### src/rtl/alu_pkg.sv
// Shared ALU select encodings and legality check for the
// ALU-sharing arbiter and the clients that drive it.
package alu_pkg;

  localparam int ALU_SEL_W = 4;

  localparam logic [ALU_SEL_W-1:0] ALU_ADD = 4'b0010;
  localparam logic [ALU_SEL_W-1:0] ALU_SUB = 4'b0110;
  localparam logic [ALU_SEL_W-1:0] ALU_AND = 4'b0000;
  localparam logic [ALU_SEL_W-1:0] ALU_OR  = 4'b0001;

  function automatic logic alu_sel_legal(
    input logic [ALU_SEL_W-1:0] sel
  );
    logic ok;
    case (sel)
      ALU_ADD, ALU_SUB,
      ALU_AND, ALU_OR: ok = 1'b1;
      default:         ok = 1'b0;
    endcase
    return ok;
  endfunction

endpackage

### src/rtl/alu_share_arbiter_alu.sv
// Combinational ALU: add/sub/and/or on a 4-bit select.
// Unknown selects produce a zero result.
module alu_share_arbiter_alu
  import alu_pkg::*;
#(
  parameter int WIDTH = 32
) (
  input  logic [WIDTH-1:0]     in1_i,
  input  logic [WIDTH-1:0]     in2_i,
  input  logic [ALU_SEL_W-1:0] alu_sel_i,
  output logic [WIDTH-1:0]     result_o,
  output logic                 zero_o
);

  always_comb begin
    result_o = '0;
    case (alu_sel_i)
      ALU_ADD: result_o = in1_i + in2_i;
      ALU_SUB: result_o = in1_i - in2_i;
      ALU_AND: result_o = in1_i & in2_i;
      ALU_OR:  result_o = in1_i | in2_i;
      default: result_o = '0;
    endcase
  end

  assign zero_o = (result_o == '0);

endmodule

### src/rtl/alu_share_arbiter.sv
// Two-client round-robin arbiter in front of one shared ALU,
// with a registered response slot per client.
module alu_share_arbiter
  import alu_pkg::*;
#(
  parameter int WIDTH = 32,
  parameter int CNT_W = 16
) (
  input  logic                   clk,
  input  logic                   rst_n,
  input  logic [1:0]             req_valid,
  output logic [1:0]             req_ready,
  input  logic [2*WIDTH-1:0]     req_in1,
  input  logic [2*WIDTH-1:0]     req_in2,
  input  logic [2*ALU_SEL_W-1:0] req_sel,
  output logic [1:0]             rsp_valid,
  input  logic [1:0]             rsp_ready,
  output logic [2*WIDTH-1:0]     rsp_result,
  output logic [1:0]             rsp_zero,
  output logic [1:0]             rsp_illegal,
  output logic [CNT_W-1:0]       ops_served
);

  logic [1:0]           free;
  logic [1:0]           elig;
  logic [1:0]           grant;
  logic                 gidx;
  logic [WIDTH-1:0]     a_m;
  logic [WIDTH-1:0]     b_m;
  logic [ALU_SEL_W-1:0] sel_m;
  logic [WIDTH-1:0]     alu_res;
  logic                 alu_zero;
  logic                 ill_m;

  logic [1:0]       vld_q, vld_d;
  logic [1:0]       zero_q, zero_d;
  logic [1:0]       ill_q, ill_d;
  logic [WIDTH-1:0] res_q [2];
  logic [WIDTH-1:0] res_d [2];
  logic             rr_q, rr_d;
  logic [CNT_W-1:0] cnt_q, cnt_d;

  // A slot draining this cycle can accept a new result at the same edge
  assign free = ~vld_q | rsp_ready;
  assign elig = req_valid & free;

  always_comb begin
    grant = '0;
    unique case (1'b1)
      (elig == 2'b11): grant[rr_q] = 1'b1;
      (elig == 2'b01): grant[0]    = 1'b1;
      (elig == 2'b10): grant[1]    = 1'b1;
      default:         grant       = '0;
    endcase
  end

  assign gidx      = grant[1];
  assign req_ready = grant & {2{rst_n}};

  assign a_m   = gidx ? req_in1[WIDTH +: WIDTH]
                      : req_in1[0 +: WIDTH];
  assign b_m   = gidx ? req_in2[WIDTH +: WIDTH]
                      : req_in2[0 +: WIDTH];
  assign sel_m = gidx ? req_sel[ALU_SEL_W +: ALU_SEL_W]
                      : req_sel[0 +: ALU_SEL_W];
  assign ill_m = ~alu_sel_legal(sel_m);

  alu_share_arbiter_alu #(
    .WIDTH (WIDTH)
  ) u_alu (
    .in1_i     (a_m),
    .in2_i     (b_m),
    .alu_sel_i (sel_m),
    .result_o  (alu_res),
    .zero_o    (alu_zero)
  );

  always_comb begin
    vld_d  = vld_q;
    zero_d = zero_q;
    ill_d  = ill_q;
    res_d  = res_q;
    rr_d   = rr_q;
    cnt_d  = cnt_q;
    for (int i = 0; i < 2; i++) begin
      if (grant[i]) begin
        vld_d[i]  = 1'b1;
        res_d[i]  = alu_res;
        zero_d[i] = alu_zero;
        ill_d[i]  = ill_m;
      end else if (rsp_ready[i]) begin
        vld_d[i]  = 1'b0;
      end
    end
    if (|grant) begin
      rr_d = ~gidx;
      if (cnt_q != {CNT_W{1'b1}}) begin
        cnt_d = cnt_q + CNT_W'(1);
      end
    end
  end

  always_ff @(posedge clk or negedge rst_n) begin
    if (!rst_n) begin
      vld_q    <= '0;
      zero_q   <= '0;
      ill_q    <= '0;
      res_q[0] <= '0;
      res_q[1] <= '0;
      rr_q     <= 1'b0;
      cnt_q    <= '0;
    end else begin
      vld_q    <= vld_d;
      zero_q   <= zero_d;
      ill_q    <= ill_d;
      res_q[0] <= res_d[0];
      res_q[1] <= res_d[1];
      rr_q     <= rr_d;
      cnt_q    <= cnt_d;
    end
  end

  assign rsp_valid   = vld_q;
  assign rsp_result  = {res_q[1], res_q[0]};
  assign rsp_zero    = zero_q;
  assign rsp_illegal = ill_q;
  assign ops_served  = cnt_q;

endmodule

### config.mk
export PLATFORM = sky130hd
export DESIGN_NAME = alu_share_arbiter
export DESIGN_NICKNAME = d
export VERILOG_FILES = /design/src/rtl/alu_pkg.sv /design/src/rtl/alu_share_arbiter_alu.sv /design/src/rtl/alu_share_arbiter.sv
export SDC_FILE = /design/constraint.sdc
export NUM_CORES = 1
export LEC_CHECK = 0
export BUFFER_PORTS_ARGS = -buffer_cell sky130_fd_sc_hd__buf_2
export CORE_AREA = 2 2 123 125
export CTS_CLUSTER_DIAMETER = 30
export DETAILED_ROUTE_END_ITERATION = 8
export DIE_AREA = 0 0 125 127
export GPL_ROUTABILITY_DRIVEN = 0
export PLACE_DENSITY = 0.87
export SETUP_SLACK_MARGIN = 0.2
export SKIP_CTS_REPAIR_TIMING = 1
export SLEW_MARGIN = 20
export SYNTH_ARGS = -nofsm -noshare
export SYNTH_HDL_FRONTEND = slang
export SYNTH_SLANG_ARGS = --single-unit
### constraint.sdc
create_clock -name clk -period 12.3 [get_ports clk]
set_clock_uncertainty 0.2 [all_clocks]
set_input_delay 1.23 -clock clk [delete_from_list [all_inputs] [get_ports clk]]
set_output_delay 1.23 -clock clk [all_outputs]
set_load 0.005 [all_outputs]
==> reports/summary.txt, run 1 <==
status - finished clean
clock-pin slew on the worst setup and hold paths - 60 ps
Comb pwr share - 51.1%
Main synth FF type - dfrtp_1
share of power burned in the clock network - 19.9%
share of post-route cells with drive strength above 1 - 20.35%
Mapped Nets - 1,294
I/O Buffers - 229
largest net degree at the start of global routing - 129
CTS tree - built
switching fraction of total power - 41.76%
Crit Path Category - in -> reg
Reg2Reg Depth - 22
Rows - 44
max-cap check violation count - 0
initial antenna violation count - 0
Post-route DRC - 0
R2R setup slack - 5370 ps
Hold Path Depth - 2
die height - 127 µm
worst min path class - reg -> reg
area leader, netlist - dfrtp_1
GRT Total Usage - 33.30%
post-route minimum period - 7472 ps
slowest stage delay, CP - 570 ps
clk sinks - 87
Req. time, crit path - 12,310 ps
Netlist Area Pre-Place - 8364 µm²
WL/cell - 18.48 µm
Num CTS Buffers - 9
Fmax achieved - 133.8 MHz
vias per cell - 6.343
crit end category - flip-flop
crit-path most repeated cell - ha_1
Layout area overhead - 18.20%
final core occ - 68.55%
Core Footprint - 14,420 µm²
Cell Chain, Critical Path - buf_2 > nand2b_1 > o211ai_4 > buf_12 > mux2i_1 > ha_1 > inv_1 > nor3_1 > a21boi_0 > nand3_1 > o21a_1 > a31oi_1 > o31ai_1 > xor2_1 > ha_1 > nand2_1 > nor2_1 > a211oi_1 > nor3b_1 > o311ai_0 > or4_1 > or3_1 > o41ai_1
Seq/Total Area, Yosys - 26.03%
first-pass GRT wire length - 43,350 µm
sum of negative setup slack - 0 ps
DP HPWL - 21,190 µm
final wirelength - 27,550 µm
synth warn - 0
Detailed Route Iter0 Violations - 1,190
Slowest cell on crit path - a211oi_1
Hold Path End - rsp_result[33]
die footprint - 15,880 µm²
Hold Startpoint - rsp_result[33]
switching power - 0.5642 mW
CP startpoint kind - primary input
first drt pass iteration count - 9
total number of vias - 9,457
Mapped Avg Cell Area - 7.495 µm²
P per Cell Area - 136.7 nW/µm²
largest cells by area after synthesis - dfrtp_1 26%, nand2_1 9.7%, o21ai_0 7.2%
root buf cell - clkbuf_16
Hold Fails Final Rpt - 0
EDFF count, synth - 0
Post-layout nets - 1,482
synth unique cells - 70
VDD IR max - 83.90 µV
CP bufs+invs - 3
CP Max Fanout - 128
number of global-route vias before repair - 8,472
antenna-violating nets left - 0
RSZ-0062 raised after global routing - no
final setup vio count - 0
IO Count - 230
total grt overflow - 0
CP top delay family - compound AO/OA/AOI/OAI gates
leakage power - 4.786 nW
area fraction of the dominant cell type after synthesis - 26.03%
number of antenna diodes - 0
Sequential Power Share - 29.1%
pins over their slew limit - 0
Worst-Margin Slew - 1088 ps
Initial Utilization - 57.99%
Synth Register Bits - 87
Slew HR - 26.93%
most common cell in the synthesized netlist - nand2_1
Cell Int Power - 0.7869 mW
WP data arrival - 7480 ps
CTS H-Tree Depth - 3
CTS Buffer Depth - 2
Post-synth top cells - 217 x nand2_1, 121 x o21ai_0, 87 x dfrtp_1
DIE WIDTH - 125 µm
FF-to-FF Start - rr_q
ys async rst share - 100.0%
reg2reg end - rsp_zero[0]
fin crit share - 60.75%
Skew-Pair Late Insertion Delay - 330 ps
post-synthesis cell count - 1,116
## worst max path at each step
stage / cells past startpoint / to / slack [ps] / startpoint
2_1_floorplan: 31 / rsp_zero[1] / 4260 / req_valid[0]
3_3_place_gp: 25 / rsp_zero[0] / 4860 / rsp_ready[1]
3_5_place_dp: 23 / rsp_zero[0] / 4580 / rsp_ready[1]
4_1_cts: 23 / rsp_zero[0] / 4910 / rsp_ready[1]
5_1_grt: 23 / rsp_zero[0] / 4290 / req_valid[0]
6_report: 23 / rsp_zero[0] / 4830 / rsp_ready[1]
## sequential cells by signal, indices dropped and copies added, names as in the netlist
register / cells
rsp_valid: 2
ops_served: 16
rr_q: 1
rsp_illegal: 2
rsp_zero: 2
rsp_result: 64
## per-stage QoR
step	std cells	power [mW]	setup WS [ps]	area, µm²	hold slack (ps)
floorplan	1116	0.8400	4265	8364	249.0
global placement	1477	1.048	4860	9590	254.5
detailed placement	1477	1.064	4583	9590	257.9
CTS	1491	1.334	4914	9887	277.5
global route	1491	1.436	4293	9887	293.6
finish	1491	1.351	4828	9887	275.8
## tightest hold or removal path, cell delays in order, from the launching register on
cell and delay [ps]:
dfrtp_1 340, nand2_1 40, o21ai_0 60
## power by group through the flow
stage                     Sequential (mW)  Combinational [mW]  Clock [mW]
after floorplan                     0.396               0.444           0
after global placement              0.393               0.655           0
after detailed placement            0.396               0.668           0
after CTS                           0.392               0.673       0.270
after global routing                0.400               0.751       0.285
final                               0.393               0.690       0.268
## metal layers
layer	vias to the layer above	GRT usage, %	wire length (µm)
met2	625	53.55	12450
met4	0	12.42	937
met1	4340	45.39	10990
met3	88	5.695	3175
li1	4404	-	-
met5	-	0	0
## kinds of logic (layout without fill, tap and decap cells)
| logic type | after synthesis | in the layout | share of synthesized area [%] |
|---|---|---|---|
| simple gates | 459 | 459 | 24.82 |
| fa+ha+maj | 71 | 71 | 9.663 |
| compound gates | 304 | 304 | 22.84 |
| xor+xnor | 69 | 69 | 7.225 |
| buf+inv | 81 | 272 | 3.844 |
| flops | 87 | 87 | 26.03 |
| mux | 45 | 45 | 5.580 |
## final cells by class
class | instances | area (µm²)
sequential | 87 | 2177
clock inverter | 3 | 43.79
inverter | 20 | 75.07
tap | 184 | 230.2
multi-input combinational | 948 | 5879
clock buffer | 11 | 252.7
timing repair buffer | 238 | 1229
fill | 1165 | 4537
## placed cells by master (no fill, tap or decap), types with 28 or more instances in the layout
cell	count
a21oi_1	61
buf_2	228
dfrtp_1	87
ha_1	35
maj3_1	35
mux2i_1	41
nand2_1	217
nand3_1	31
nor2_1	83
nor3_1	40
o21ai_0	121
xnor2_1	41
xor2_1	28
(Power assumes the default switching activity.)
==> run 2: changes to the inputs <==
--- a/config.mk
+++ b/config.mk
@@ -6,12 +6,12 @@
 export NUM_CORES = 1
 export LEC_CHECK = 0
 export BUFFER_PORTS_ARGS = -buffer_cell sky130_fd_sc_hd__buf_2
-export CORE_AREA = 2 2 123 125
+export CORE_AREA = 2 2 134 136
 export CTS_CLUSTER_DIAMETER = 30
 export DETAILED_ROUTE_END_ITERATION = 8
-export DIE_AREA = 0 0 125 127
+export DIE_AREA = 0 0 136 138
 export GPL_ROUTABILITY_DRIVEN = 0
-export PLACE_DENSITY = 0.87
+export PLACE_DENSITY = 0.78
 export SETUP_SLACK_MARGIN = 0.2
 export SKIP_CTS_REPAIR_TIMING = 1
 export SLEW_MARGIN = 20
==> constraint.sdc (replaced) <==
create_clock -name clk -period 6.08 [get_ports clk]
set_clock_uncertainty 0.2 [all_clocks]
set_input_delay 0.608 -clock clk [delete_from_list [all_inputs] [get_ports clk]]
set_output_delay 0.608 -clock clk [all_outputs]
set_load 0.005 [all_outputs]
==> run 2 against run 1 <==
Via count shrank 0.14%. Wire length rose by 4.1%. Sequential power grew 100%. Sequential share of layout area down 1.3 points. Critical path depth decreased by 3. First-iteration DRC count decreased by 20%. Highest routed layer unchanged.
==> reports/summary.txt, run 2 (synthesized netlist as in run 1, its figures left out) <==
status - finished clean (unchanged)
largest net degree at the start of global routing - 79 (was 129)
leakage power - 5.053 nW (was 4.786 nW)
dpl ws - -114.7 ps (was 4583 ps)
number of flip-flops in the largest register - 64 (unchanged)
PnR worst setup slack - 446.6 ps (was 4828 ps)
CP startpoint kind - primary input (unchanged)
clk sinks - 87 (unchanged)
sum of negative setup slack - 0 ps (unchanged)
Initial Utilization - 47.70% (was 57.99%)
final setup vio count - 0 (unchanged)
CP Max Fanout - 7 (was 128)
P per Cell Area - 272.4 nW/µm² (was 136.7 nW/µm²)
most common cell after layout, fill and taps aside - buf_2 (unchanged)
initial antenna violation count - 2 (was 0)
max-cap check violation count - 0 (unchanged)
Req. time, crit path - 6100 ps (was 12,310 ps)
filler cell count - 1,669 (was 1,165)
final wirelength - 28,680 µm (was 27,550 µm)
GRT Total Usage - 29.85% (was 33.30%)
Hold Fails Final Rpt - 0 (unchanged)
CTS H-Tree Depth - 3 (unchanged)
Slew HR - 41.59% (was 26.93%)
Skew-Pair Late Insertion Delay - 330 ps (about the same)
DIE WIDTH - 136 µm (was 125 µm)
crit end category - flip-flop (unchanged)
Crit Path Category - in -> reg (unchanged)
Multi-input gate area - 6020 µm² (was 5879 µm²)
first drt pass iteration count - 6 (was 9)
DP HPWL - 22,320 µm (was 21,190 µm)
Worst-Margin Slew - 876.1 ps (was 1088 ps)
die footprint - 18,770 µm² (was 15,880 µm²)
antenna-violating nets left - 0 (unchanged)
Hold Path Depth - 2 (unchanged)
most frequent cells in the layout - 228 x buf_2, 217 x nand2_1, 118 x o21ai_0 (was 228 x buf_2, 217 x nand2_1, 121 x o21ai_0)
total grt overflow - 0 (unchanged)
pins over their slew limit - 0 (unchanged)
Comb pwr share - 53.3% (was 51.1%)
CTS tree - built (unchanged)
switching fraction of total power - 41.88% (was 41.76%)
post-route minimum period - 5633 ps
total power - 2.856 mW (was 1.351 mW)
vias per cell - 5.943 (was 6.343)
total number of vias - 9,444 (was 9,457)
number of global-route vias before repair - 8,803 (was 8,472)
Rows - 49 (was 44)
root buf cell - clkbuf_16 (unchanged)
I/O Buffers - 229 (unchanged)
share of power burned in the clock network - 18.9% (was 19.9%)
Min Hold Slack - 273.5 ps (was 275.8 ps)
Detailed Route Iter0 Violations - 954 (was 1,190)
first-pass GRT wire length - 45,170 µm (was 43,350 µm)
Num CTS Buffers - 9 (unchanged)
Reg area - 2177 µm² (unchanged)
Sequential Power Share - 27.8% (was 29.1%)
Post-route DRC - 0 (unchanged)
WL/cell - 18.05 µm (was 18.48 µm)
VDD IR max - 234.1 µV (was 83.90 µV)
IO Count - 230 (unchanged)
clock-pin slew on the worst setup and hold paths - 60 ps (about the same)
Reg2Reg Depth - 18 (was 22)
Layout area overhead - 25.36% (was 18.20%)
switching power - 1.196 mW (was 0.5642 mW)
share of post-route cells with drive strength above 1 - 24.89% (was 20.35%)
CTS Buffer Depth - 2 (unchanged)
fin crit share - 92.65%
WP data arrival - 5660 ps (was 7480 ps)
RSZ-0062 raised after global routing - no (unchanged)
Cell Int Power - 1.660 mW (was 0.7869 mW)
die height - 138 µm (was 127 µm)
Fmax achieved - 177.5 MHz
Post-layout nets - 1,531 (was 1,482)
Core Footprint - 17,530 µm² (was 14,420 µm²)
worst min path class - reg -> reg (unchanged)
run 2: power by group through the flow:
stage          Sequential (mW)  Clock (mW)  Combinational (mW)
2_1_floorplan            0.802           0               0.919
3_3_place_gp             0.795           0                1.43
3_5_place_dp             0.802           0                1.45
4_1_cts                  0.793       0.553                1.46
5_1_grt                  0.808       0.579                1.67
6_report                 0.793       0.540                1.52
run 2: routing by layer:
metal  part of all wire [%]  vias up  track usage (%)
li1                       -     4510                -
met3                    9.4       81            4.804
met4                    3.5        0            11.40
met2                     45      535            47.61
met1                     42     4318            40.49
met5                      0        -                0
run 2: worst paths after layout:
path	from	to	slack (ps)
min	rsp_illegal[1]	rsp_illegal[1]	270
max reg2reg	rsp_valid[0]	rsp_zero[1]	460
min in group asynchronous	rst_n	rsp_result[0]	480
max	req_in2[7]	rsp_zero[1]	450
min reg2reg	rsp_illegal[1]	rsp_illegal[1]	270
max in group asynchronous	rst_n	rsp_result[25]	4050
run 2: area by class of cell:
class | instances | area share, %
multi-input combinational | 948 | 57.41
sequential | 87 | 20.76
timing repair buffer | 287 | 15.49
tap | 229 | 2.733
clock buffer | 9 | 2.148
inverter | 20 | 0.7160
clock inverter | 7 | 0.6921
antenna | 2 | 0.04773
run 2: stage by stage:
step	instances	util, %	cell area [µm²]
global placement	1567	57.29	10050
floorplan	1116	-	8481
finish	1589	59.80	10490
CTS	1583	58.99	10340
global route	1589	59.80	10490
detailed placement	1567	57.29	10050
run 2: critical path, cell delays in order:
cell	delay (ps)
buf_2	110
or4_1	590
or3_1	430
nor2_1	180
nand2_1	70
o21ai_0	120
nand2_1	160
o21ai_2	220
xnor2_1	100
ha_2	420
nand2_1	100
nor2_1	180
nand4_1	190
a311oi_2	450
nor2_1	120
a311oi_2	370
o311ai_0	180
or4_1	410
or3_1	390
o41ai_1	250
==> run 3: changes to the inputs <==
--- a/config.mk
+++ b/config.mk
@@ -6,12 +6,12 @@
 export NUM_CORES = 1
 export LEC_CHECK = 0
 export BUFFER_PORTS_ARGS = -buffer_cell sky130_fd_sc_hd__buf_2
-export CORE_AREA = 2 2 134 136
+export CORE_AREA = 2 2 128 130
 export CTS_CLUSTER_DIAMETER = 30
 export DETAILED_ROUTE_END_ITERATION = 8
-export DIE_AREA = 0 0 136 138
+export DIE_AREA = 0 0 130 132
 export GPL_ROUTABILITY_DRIVEN = 0
-export PLACE_DENSITY = 0.78
+export PLACE_DENSITY = 0.81
 export SETUP_SLACK_MARGIN = 0.2
 export SKIP_CTS_REPAIR_TIMING = 1
 export SLEW_MARGIN = 20
==> constraint.sdc (replaced) <==
create_clock -name clk -period 5.54 [get_ports clk]
set_clock_uncertainty 0.2 [all_clocks]
set_input_delay 0.554 -clock clk [delete_from_list [all_inputs] [get_ports clk]]
set_output_delay 0.554 -clock clk [all_outputs]
set_load 0.005 [all_outputs]
==> run 3 against run 2 <==
Flip-flop and latch count unchanged. Clock power increased by 0.7%. Total power increased by 19%. Final area increased by 9.6%. Hold slack improved by 1.6 ps. Setup slack got worse by 300 ps. Non-clock buffer count increased by 108. Final cell count increased by 5.8%. Register-to-register slack got worse by 310 ps. Sequential share of layout area decreased by 1.8 points. Die area decreased by 8.6%. Core utilization increased by 13 points. Critical path type is now reg -> reg.
==> reports/summary.txt, run 3 (synthesized netlist as in run 1, its figures left out) <==
fin crit share - 97.30%
status - finished clean (unchanged)
final wirelength - 30,830 µm (was 28,680 µm)
switching fraction of total power - 41.16% (was 41.88%)
Num CTS Buffers - 9 (unchanged)
DIE WIDTH - 130 µm (was 136 µm)
CP Max Fanout - 4 (was 7)
first-pass GRT wire length - 47,650 µm (was 45,170 µm)
clock-pin slew on the worst setup and hold paths - 60 ps (about the same)
die height - 132 µm (was 138 µm)
WL/cell - 18.34 µm (was 18.05 µm)
pins over their slew limit - 0 (unchanged)
switching power - 1.398 mW (was 1.196 mW)
share of power burned in the clock network - 16.0% (was 18.9%)
WP data arrival - 5420 ps (was 5660 ps)
Slowest cell on crit path - dfrtp_1 (was or4_1)
share of post-route cells with drive strength above 1 - 32.24% (was 24.89%)
Rows - 46 (was 49)
Post-layout nets - 1,639 (was 1,531)
largest net degree at the start of global routing - 122 (was 79)
Fmax achieved - 185.5 MHz
die footprint - 17,160 µm² (was 18,770 µm²)
Min Hold Slack - 275.2 ps (was 273.5 ps)
Cells after DPL - 1,653 (was 1,567)
Core Footprint - 15,710 µm² (was 17,530 µm²)
clk sinks - 87 (unchanged)
met3 wire len - 2987 µm (was 2689 µm)
CP startpoint kind - flip-flop (was primary input)
Design Area, Final - 11,500 µm² (was 10,490 µm²)
total grt overflow - 0 (unchanged)
GRT Total Usage - 34.50% (was 29.85%)
VDD IR max - 200.8 µV (was 234.1 µV)
number of flip-flops in the largest register - 64 (unchanged)
Sequential Power Share - 25.6% (was 27.8%)
Worst-Margin Slew - 1077 ps (was 876.1 ps)
total number of vias - 10,200 (was 9,444)
Post-Layout Cell Count - 1,681 (was 1,589)
I/O Buffers - 229 (unchanged)
Hold Fails Final Rpt - 0 (unchanged)
CTS tree - built (unchanged)
CTS H-Tree Depth - 3 (unchanged)
Crit Path Category - reg -> reg (was in -> reg)
Detailed Route Iter0 Violations - 975 (was 954)
Cell Int Power - 1.998 mW (was 1.660 mW)
post-route minimum period - 5390 ps
DRT met1 WL - 12,030 µm (was 12,140 µm)
Req. time, crit path - 5570 ps (was 6100 ps)
max-cap check violation count - 0 (unchanged)
root buf cell - clkbuf_16 (unchanged)
CTS Buffer Depth - 2 (unchanged)
Post-route DRC - 0 (unchanged)
Slew HR - 27.67% (was 41.59%)
crit end category - flip-flop (unchanged)
Initial Utilization - 53.23% (was 47.70%)
worst min path class - reg -> reg (unchanged)
antenna-violating nets left - 0 (unchanged)
Layout area overhead - 37.44% (was 25.36%)
uppermost routed layer - met4 (unchanged)
vias per cell - 6.068 (was 5.943)
Comb pwr share - 58.3% (was 53.3%)
met2 WL - 14,320 µm (was 12,850 µm)
first drt pass iteration count - 7 (was 6)
Skew-Pair Late Insertion Delay - 340 ps (was 330 ps)
leakage power - 5.609 nW (was 5.053 nW)
final setup vio count - 0 (unchanged)
slowest stage delay, CP - 400 ps (was 590 ps)
DP Area - 10,810 µm² (was 10,050 µm²)
DP HPWL - 23,930 µm (was 22,320 µm)
IO Count - 230 (unchanged)
P per Cell Area - 295.4 nW/µm² (was 272.4 nW/µm²)
RSZ-0062 raised after global routing - yes (was no)
number of global-route vias before repair - 9,464 (was 8,803)
initial antenna violation count - 1 (was 2)
most frequent cells in the layout - 228 x buf_2, 215 x nand2_1, 160 x buf_4 (was 228 x buf_2, 217 x nand2_1, 118 x o21ai_0)
most common cell after layout, fill and taps aside - buf_2 (unchanged)
run 3: power groups by stage:
| stage | combinational [mW] | clock (mW) | sequential (mW) |
|---|---|---|---|
| 2_1_floorplan | 1.02 | 0 | 0.880 |
| 3_3_place_gp | 1.78 | 0 | 0.868 |
| 3_5_place_dp | 1.82 | 0 | 0.879 |
| 4_1_cts | 1.83 | 0.556 | 0.870 |
| 5_1_grt | 2.15 | 0.582 | 0.889 |
| 6_report | 1.98 | 0.544 | 0.871 |
run 3: path summary, 6_finish.rpt:
path,start,endpoint,slack (ps),cells past startpoint
worst max register to register,rsp_valid[0],rsp_zero[0],150,25
min in group asynchronous,rst_n,rsp_result[33],490,2
worst max-delay path,rsp_valid[0],rsp_zero[0],150,25
worst min register to register,rsp_result[9],rsp_result[9],280,2
worst min-delay path,rsp_result[9],rsp_result[9],280,2
max in group asynchronous,rst_n,rsp_result[57],3590,3
run 3: through the flow:
step	total power, mW	TNS [ps]	worst slack [ps]	utilization (%)
3_5_place_dp	2.700	-694.2	-351.8	68.82
3_3_place_gp	2.645	-352.1	-178.6	68.82
6_report	3.396	0	149.6	73.16
2_1_floorplan	1.905	-1348	-673.9	-
4_1_cts	3.258	-281.4	-145.4	70.51
5_1_grt	3.621	-77.56	-43.34	73.16
run 3: cell type report:
cell class / instances / area, µm²
clock buffer: 13 / 260.3
clock inverter: 1 / 5.005
fill: 1199 / 4217
multi-input combinational: 948 / 6246
inverter: 20 / 77.57
timing repair buffer: 395 / 2457
antenna: 1 / 2.502
tap: 216 / 270.3
sequential: 87 / 2177
run 3: worst max-delay path, delay by kind of cell, from the launching register on:
kind | cells | cell delay [ps]
buffers and inverters | 3 | 360
muxes | 1 | 260
AOI/OAI and AO/OA | 11 | 2210
DFF | 1 | 400
adders and majority gates | 2 | 510
xor gates and xnor gates | 2 | 210
and+or+nand+nor | 6 | 1100
run 3: metal layers:
metal,vias up,global-route usage [%]
met1,4769,44.63
met4,0,15.47
met5,-,0
met3,135,5.844
met2,565,56.17
li1,4731,-
